**config.mk**
```make
export PLATFORM = sky130hd
export DESIGN_NAME = fifo_ctrl
export DESIGN_NICKNAME = d
export VERILOG_FILES = /design/src/rtl/fifo_pkg.sv /design/src/rtl/fifo_flags.sv /design/src/rtl/fifo_ctrl.sv
export SDC_FILE = /design/constraint.sdc
export NUM_CORES = 1
export LEC_CHECK = 0
export CAP_MARGIN = 20
export CORE_UTILIZATION = 43
export CTS_CLUSTER_DIAMETER = 100
export CTS_CLUSTER_SIZE = 8
export DETAILED_ROUTE_END_ITERATION = 16
export PLACE_DENSITY = 0.85
export SLEW_MARGIN = 0
export SYNTH_ARGS = -nofsm -noshare
export SYNTH_HDL_FRONTEND = slang
export SYNTH_SLANG_ARGS = --single-unit
```
**constraint.sdc**
```tcl
create_clock -name clk -period 4.6 [get_ports clk]
set_input_delay 0.92 -clock clk [delete_from_list [all_inputs] [get_ports clk]]
set_output_delay 0.92 -clock clk [all_outputs]
set_load 0.02 [all_outputs]
```
**src/rtl/fifo_pkg.sv**
```systemverilog
// Shared definitions for the per-lane FIFO controller: state encoding and
// default geometry of the pointer/flag logic.
package fifo_pkg;

    localparam int MAIN_SIZE_DEF = 3;
    localparam int DATA_SIZE_DEF = 10;
    localparam int DEPTH         = 2 ** MAIN_SIZE_DEF;

    typedef enum logic [1:0] {
        ST_INIT   = 2'd0,
        ST_ACTIVE = 2'd1,
        ST_ERROR  = 2'd2
    } fifo_state_e;

endpackage

```
**src/rtl/fifo_flags.sv**
```systemverilog
// Occupancy counter, latched almost-full/almost-empty thresholds and the
// registered status flags of one FIFO lane.
module fifo_flags
    import fifo_pkg::*;
#(
    parameter int MAIN_SIZE = MAIN_SIZE_DEF
) (
    input  logic             clk,
    input  logic             reset,
    input  logic             latch_thr,
    input  logic             push_ok,
    input  logic             pop_ok,
    input  logic [MAIN_SIZE:0] af_thresh,
    input  logic [MAIN_SIZE:0] ae_thresh,
    output logic [MAIN_SIZE:0] count,
    output logic             full,
    output logic             empty,
    output logic             almost_full,
    output logic             almost_empty
);

    localparam logic [MAIN_SIZE:0] FULL_CNT = {1'b1, {MAIN_SIZE{1'b0}}};
    localparam logic [MAIN_SIZE:0] CNT_ONE  = (MAIN_SIZE + 1)'(1);

    logic [MAIN_SIZE:0] count_r;
    logic [MAIN_SIZE:0] af_thr_r;
    logic [MAIN_SIZE:0] ae_thr_r;
    logic [MAIN_SIZE:0] count_nxt_s;
    logic [MAIN_SIZE:0] af_thr_nxt_s;
    logic [MAIN_SIZE:0] ae_thr_nxt_s;
    logic               full_r;
    logic               empty_r;
    logic               af_r;
    logic               ae_r;

    // Next occupancy and thresholds; flags are registered from these so they
    // always agree with the count visible in the same cycle.
    always_comb begin
        count_nxt_s  = count_r;
        af_thr_nxt_s = af_thr_r;
        ae_thr_nxt_s = ae_thr_r;
        if (push_ok && !pop_ok) begin
            count_nxt_s = count_r + CNT_ONE;
        end else if (pop_ok && !push_ok) begin
            count_nxt_s = count_r - CNT_ONE;
        end else begin
            count_nxt_s = count_r;
        end
        if (latch_thr) begin
            af_thr_nxt_s = af_thresh;
            ae_thr_nxt_s = ae_thresh;
        end else begin
            af_thr_nxt_s = af_thr_r;
            ae_thr_nxt_s = ae_thr_r;
        end
    end

    // Count, threshold and flag registers.
    always_ff @(posedge clk) begin
        if (reset) begin
            count_r  <= {(MAIN_SIZE + 1){1'b0}};
            af_thr_r <= {(MAIN_SIZE + 1){1'b0}};
            ae_thr_r <= {(MAIN_SIZE + 1){1'b0}};
            full_r   <= 1'b0;
            empty_r  <= 1'b1;
            af_r     <= 1'b0;
            ae_r     <= 1'b1;
        end else begin
            count_r  <= count_nxt_s;
            af_thr_r <= af_thr_nxt_s;
            ae_thr_r <= ae_thr_nxt_s;
            full_r   <= (count_nxt_s == FULL_CNT);
            empty_r  <= (count_nxt_s == {(MAIN_SIZE + 1){1'b0}});
            af_r     <= (count_nxt_s >= af_thr_nxt_s);
            ae_r     <= (count_nxt_s <= ae_thr_nxt_s);
        end
    end

    assign count        = count_r;
    assign full         = full_r;
    assign empty        = empty_r;
    assign almost_full  = af_r;
    assign almost_empty = ae_r;

endmodule

```
**src/rtl/fifo_ctrl.sv**
```systemverilog
// FIFO pointer/strobe controller: turns push/pop into memory write/read
// strobes and addresses, qualifies returned data and traps misuse.
module fifo_ctrl
    import fifo_pkg::*;
#(
    parameter int MAIN_SIZE = MAIN_SIZE_DEF,
    parameter int DATA_SIZE = DATA_SIZE_DEF
) (
    input  logic                 clk,
    input  logic                 reset,
    input  logic                 push,
    input  logic [DATA_SIZE-1:0] data_in,
    input  logic                 pop,
    input  logic [MAIN_SIZE:0]   af_thresh,
    input  logic [MAIN_SIZE:0]   ae_thresh,
    output logic                 mem_write,
    output logic                 mem_read,
    output logic [MAIN_SIZE-1:0] wr_ptr,
    output logic [MAIN_SIZE-1:0] rd_ptr,
    output logic [DATA_SIZE-1:0] mem_data_in,
    input  logic [DATA_SIZE-1:0] mem_data_out,
    output logic [DATA_SIZE-1:0] data_out,
    output logic                 valid_out,
    output logic [MAIN_SIZE:0]   count,
    output logic                 full,
    output logic                 empty,
    output logic                 almost_full,
    output logic                 almost_empty,
    output logic                 error
);

    localparam logic [MAIN_SIZE-1:0] PTR_ONE = MAIN_SIZE'(1);

    fifo_state_e          state_r;
    logic [MAIN_SIZE-1:0] wr_ptr_r;
    logic [MAIN_SIZE-1:0] rd_ptr_r;
    logic                 valid_r;
    logic                 error_r;
    logic                 fault_s;
    logic                 push_ok_s;
    logic                 pop_ok_s;
    logic                 latch_thr_s;
    logic                 full_s;
    logic                 empty_s;

    // Accept decode: a faulting request suppresses both strobes that cycle.
    always_comb begin
        fault_s   = 1'b0;
        push_ok_s = 1'b0;
        pop_ok_s  = 1'b0;
        if (!reset && (state_r == ST_ACTIVE)) begin
            fault_s = (push & full_s & ~pop) | (pop & empty_s);
            if (fault_s) begin
                push_ok_s = 1'b0;
                pop_ok_s  = 1'b0;
            end else begin
                push_ok_s = push & (~full_s | pop);
                pop_ok_s  = pop & ~empty_s;
            end
        end else begin
            fault_s   = 1'b0;
            push_ok_s = 1'b0;
            pop_ok_s  = 1'b0;
        end
    end

    assign latch_thr_s = !reset && (state_r == ST_INIT);

    // Control FSM with pointers, sticky error and the read-valid pipeline.
    always_ff @(posedge clk) begin
        if (reset) begin
            state_r  <= ST_INIT;
            wr_ptr_r <= {MAIN_SIZE{1'b0}};
            rd_ptr_r <= {MAIN_SIZE{1'b0}};
            valid_r  <= 1'b0;
            error_r  <= 1'b0;
        end else begin
            case (state_r)
                ST_INIT: begin
                    state_r <= ST_ACTIVE;
                    valid_r <= 1'b0;
                end
                ST_ACTIVE: begin
                    if (fault_s) begin
                        state_r <= ST_ERROR;
                        error_r <= 1'b1;
                    end else begin
                        state_r <= ST_ACTIVE;
                    end
                    if (push_ok_s) begin
                        wr_ptr_r <= wr_ptr_r + PTR_ONE;
                    end
                    if (pop_ok_s) begin
                        rd_ptr_r <= rd_ptr_r + PTR_ONE;
                    end
                    valid_r <= pop_ok_s;
                end
                ST_ERROR: begin
                    valid_r <= 1'b0;
                end
                default: begin
                    // An unreachable encoding is treated as a fault.
                    state_r <= ST_ERROR;
                    error_r <= 1'b1;
                    valid_r <= 1'b0;
                end
            endcase
        end
    end

    fifo_flags #(
        .MAIN_SIZE (MAIN_SIZE)
    ) u_flags (
        .clk          (clk),
        .reset        (reset),
        .latch_thr    (latch_thr_s),
        .push_ok      (push_ok_s),
        .pop_ok       (pop_ok_s),
        .af_thresh    (af_thresh),
        .ae_thresh    (ae_thresh),
        .count        (count),
        .full         (full_s),
        .empty        (empty_s),
        .almost_full  (almost_full),
        .almost_empty (almost_empty)
    );

    assign full        = full_s;
    assign empty       = empty_s;
    assign mem_write   = push_ok_s;
    assign mem_read    = pop_ok_s;
    assign wr_ptr      = wr_ptr_r;
    assign rd_ptr      = rd_ptr_r;
    assign mem_data_in = data_in;
    assign valid_out   = valid_r;
    assign error       = error_r;
    assign data_out    = valid_r ? mem_data_out : {DATA_SIZE{1'b0}};

endmodule
```
==> results.cfg <==
[clocking]
clk_path_buf_depth = 2
cts_buffers = 3
clk_latency_ps = 310
cts.htree.levels = 1
root_buffer = clkbuf_4
cts_sinks = 26
postCtsSetupRepairBufs = 0
cts_resized = 0
cts_tree = done
clk_pin_slew_worst_paths_ps = 140
holdBufCountCts = 0

[route]
wl_per_cell_um = 12.6
drt_iter0_markers = 28
vias = 1163
first_pass_iters = 4
antenna_left = 0
routed_via_density = 4.95
wl_mm = 2.97
drc = 0

[critical_path]
arrival_ps = 3070
timing.rr.end = u_flags.almost_full
crit_slowest_cell = clkdlybuf4s50_1
worstRegToRegCells = 9
max_stage_delay_ps = 620
rrSetupSlack_ps = 1790
r2r-start = state_r[0]
path_max_fanout = 12
criticalPathCategory = primary input to output port
cp_cell_sequence = clkdlybuf4s50_1 > or3b_1 > nor3b_1 > buf_4 > clkdlybuf4s50_1
start_kind = primary input
worstSetupEndpointType = output port
crit_path_frequent_cell = clkdlybuf4s50_1
cp.required_ps = 3680

[logic_synthesis]
synth-adder-area-share_pct = 8.75
synth_area_leaders = dfxtp_1, ha_1, buf_4
synthArstFlopShare_pct = 0
syn_avg_cell_area_um2 = 9.38
ys_seq_area_share_pct = 37.5
synth.most_common_cell = dfxtp_1
synth_seq_cells = 26
netlist_instances = 148
synth_area_um2 = 1390
synth_xor_area_share_pct = 5.68
synthMuxAreaShare_pct = 6.67
synth-compound-area-share_pct = 8.21
synth_top_family_by_area = simple AND/OR/NAND/NOR gates
synth_warnings = 0
synth_common_cells = dfxtp_1, nor2_1, buf_4
synth-simple-area-share_pct = 25.6
ys_types = 40
synth_top_cell_area_share_pct = 37.5
syn_nets = 188
yosys.area.top_type = dfxtp_1
synthFlopType = dfxtp_1
synth_edf_count = 0

[global_route]
antenna_found_initial = 0
grt.total_usage_pct = 17.4
grt_pass1_wl_mm = 4.63
grt_pass1_vias = 1085
grt_max_degree = 18
grt_overflow_total = 0

[min_path]
hold_start = wr_ptr[1]
hold_end = wr_ptr[1]
hold_path_depth = 2
hold_class = flip-flop to flip-flop

[sta]
fin_crit_ps = 3990
period_share_pct = 86.7
hold_ws_ps = 524
fin_tns_setup_ps = 0
hold_viol = 0
worst_pin_slew_ps = 595
slew_headroom_pct = 60.1
setup_violations = 0
rsz0062_at_grt = false
clock_skew_ps = 7.41
fmax_ghz = 0.251
slew_viol_final = 0

[place]
finalWeightedCongestion = 0.760
dp_hpwl_mm = 2.32
placement.io_buffers = 49
post-place-cells = 231

[power]
p_leak_nw = 0.750
irDropWorstVdd_v = 0.000141
power.density_nw_per_um2 = 237

[cells_and_area]
nets = 232
num_antenna_cells = 0
fillCellCount = 261
syn2layout_area_growth_pct = 37.1
fin_cells = 235
drive_gt1_share_pct = 9.95

[floorplan]
core_um2 = 3050
start_util_pct = 45.5
dieArea_um2 = 3460
die_w_um = 58.8
placementRows = 20
die_height_um = 58.8
ios = 70

[flow_run]
cap_violations = 0

[run_status]
status = finished, final reports clean
==> kinds of logic (layout without fill, tap and decap cells) <==
kind of cell / after synthesis / count (layout)
buf+inv: 17 / 60
fa+ha+maj: 10 / 10
flops: 26 / 26
compound gates: 15 / 15
simple gates: 62 / 62
mux: 9 / 9
xor+xnor: 9 / 9
==> report_power, final <==
group / leakage, nW / total [mW] / switching [mW] / internal (mW)
Combinational: 0.517 / 0.0946 / 0.0421 / 0.0525
Sequential: 0.212 / 0.242 / 0.00633 / 0.236
Clock: 0.0210 / 0.113 / 0.0650 / 0.0483
==> state kept, by name (all words and copies together) (netlist names), 2 cells and up <==
| register | cells |
|---|---|
| rd_ptr | 3 |
| u_flags.count | 4 |
| u_flags.ae_thr_r | 4 |
| wr_ptr | 3 |
| state_r | 2 |
| u_flags.af_thr_r | 4 |
==> routing by layer <==
metal  track usage [%]  vias to the layer above  part of all wire (%)
met1              19.8                      542                    43
met2              31.2                       39                    50
li1                  -                      576                     -
met5                 0                        -                     0
met4              7.82                        0                  0.47
met3              3.30                        6                   7.2
==> layout make-up <==
class | count | area [µm²] | share of cell area, %
tap | 44 | 55.1 | 2.89
clock buffer | 4 | 36.3 | 1.91
inverter | 4 | 15.0 | 0.789
sequential | 26 | 520 | 27.4
timing repair buffer | 52 | 513 | 27.0
multi-input combinational | 105 | 762 | 40.1
==> through the flow <==
| step | area [µm²] | util [%] | power [mW] | setup WS, ps |
|---|---|---|---|---|
| 3_5_place_dp | 1870 | 61.1 | 0.341 | 573 |
| 2_1_floorplan | 1390 | - | 0.314 | 1310 |
| 6_report | 1900 | 62.3 | 0.450 | 612 |
| 5_1_grt | 1900 | 62.3 | 0.473 | 457 |
| 4_1_cts | 1900 | 62.3 | 0.452 | 610 |
| 3_3_place_gp | 1870 | 61.1 | 0.338 | 628 |
==> critical path, delay by kind of cell <==
family	cells	cell delay, ps
buffers and inverters	3	1390
AND/OR/NAND/NOR	2	750
==> layout by cell type (no fill, tap or decap), types with 3 or more instances in the layout <==
cell,count
nor3b_1,3
a21oi_1,4
clkbuf_4,3
xor2_1,5
mux2i_1,7
xnor2_1,4
nor2_1,20
nand2_1,7
clkdlybuf4s50_1,49
nor2b_1,5
dfxtp_1,26
ha_1,8
inv_1,4
buf_4,3
and2_1,10
==> how the worst max path moves through the flow <==
stage                     startpoint                  end  slack [ps]  cells past startpoint
after floorplan                reset  u_flags.almost_full        1310                     10
after CTS                      reset             mem_read         610                      5
after global placement         reset             mem_read         630                      5
after detailed placement       reset  u_flags.almost_full         570                     10
after global routing           reset             mem_read         460                      5
final                          reset             mem_read         610                      5
Power figures use the tool's default switching activity.
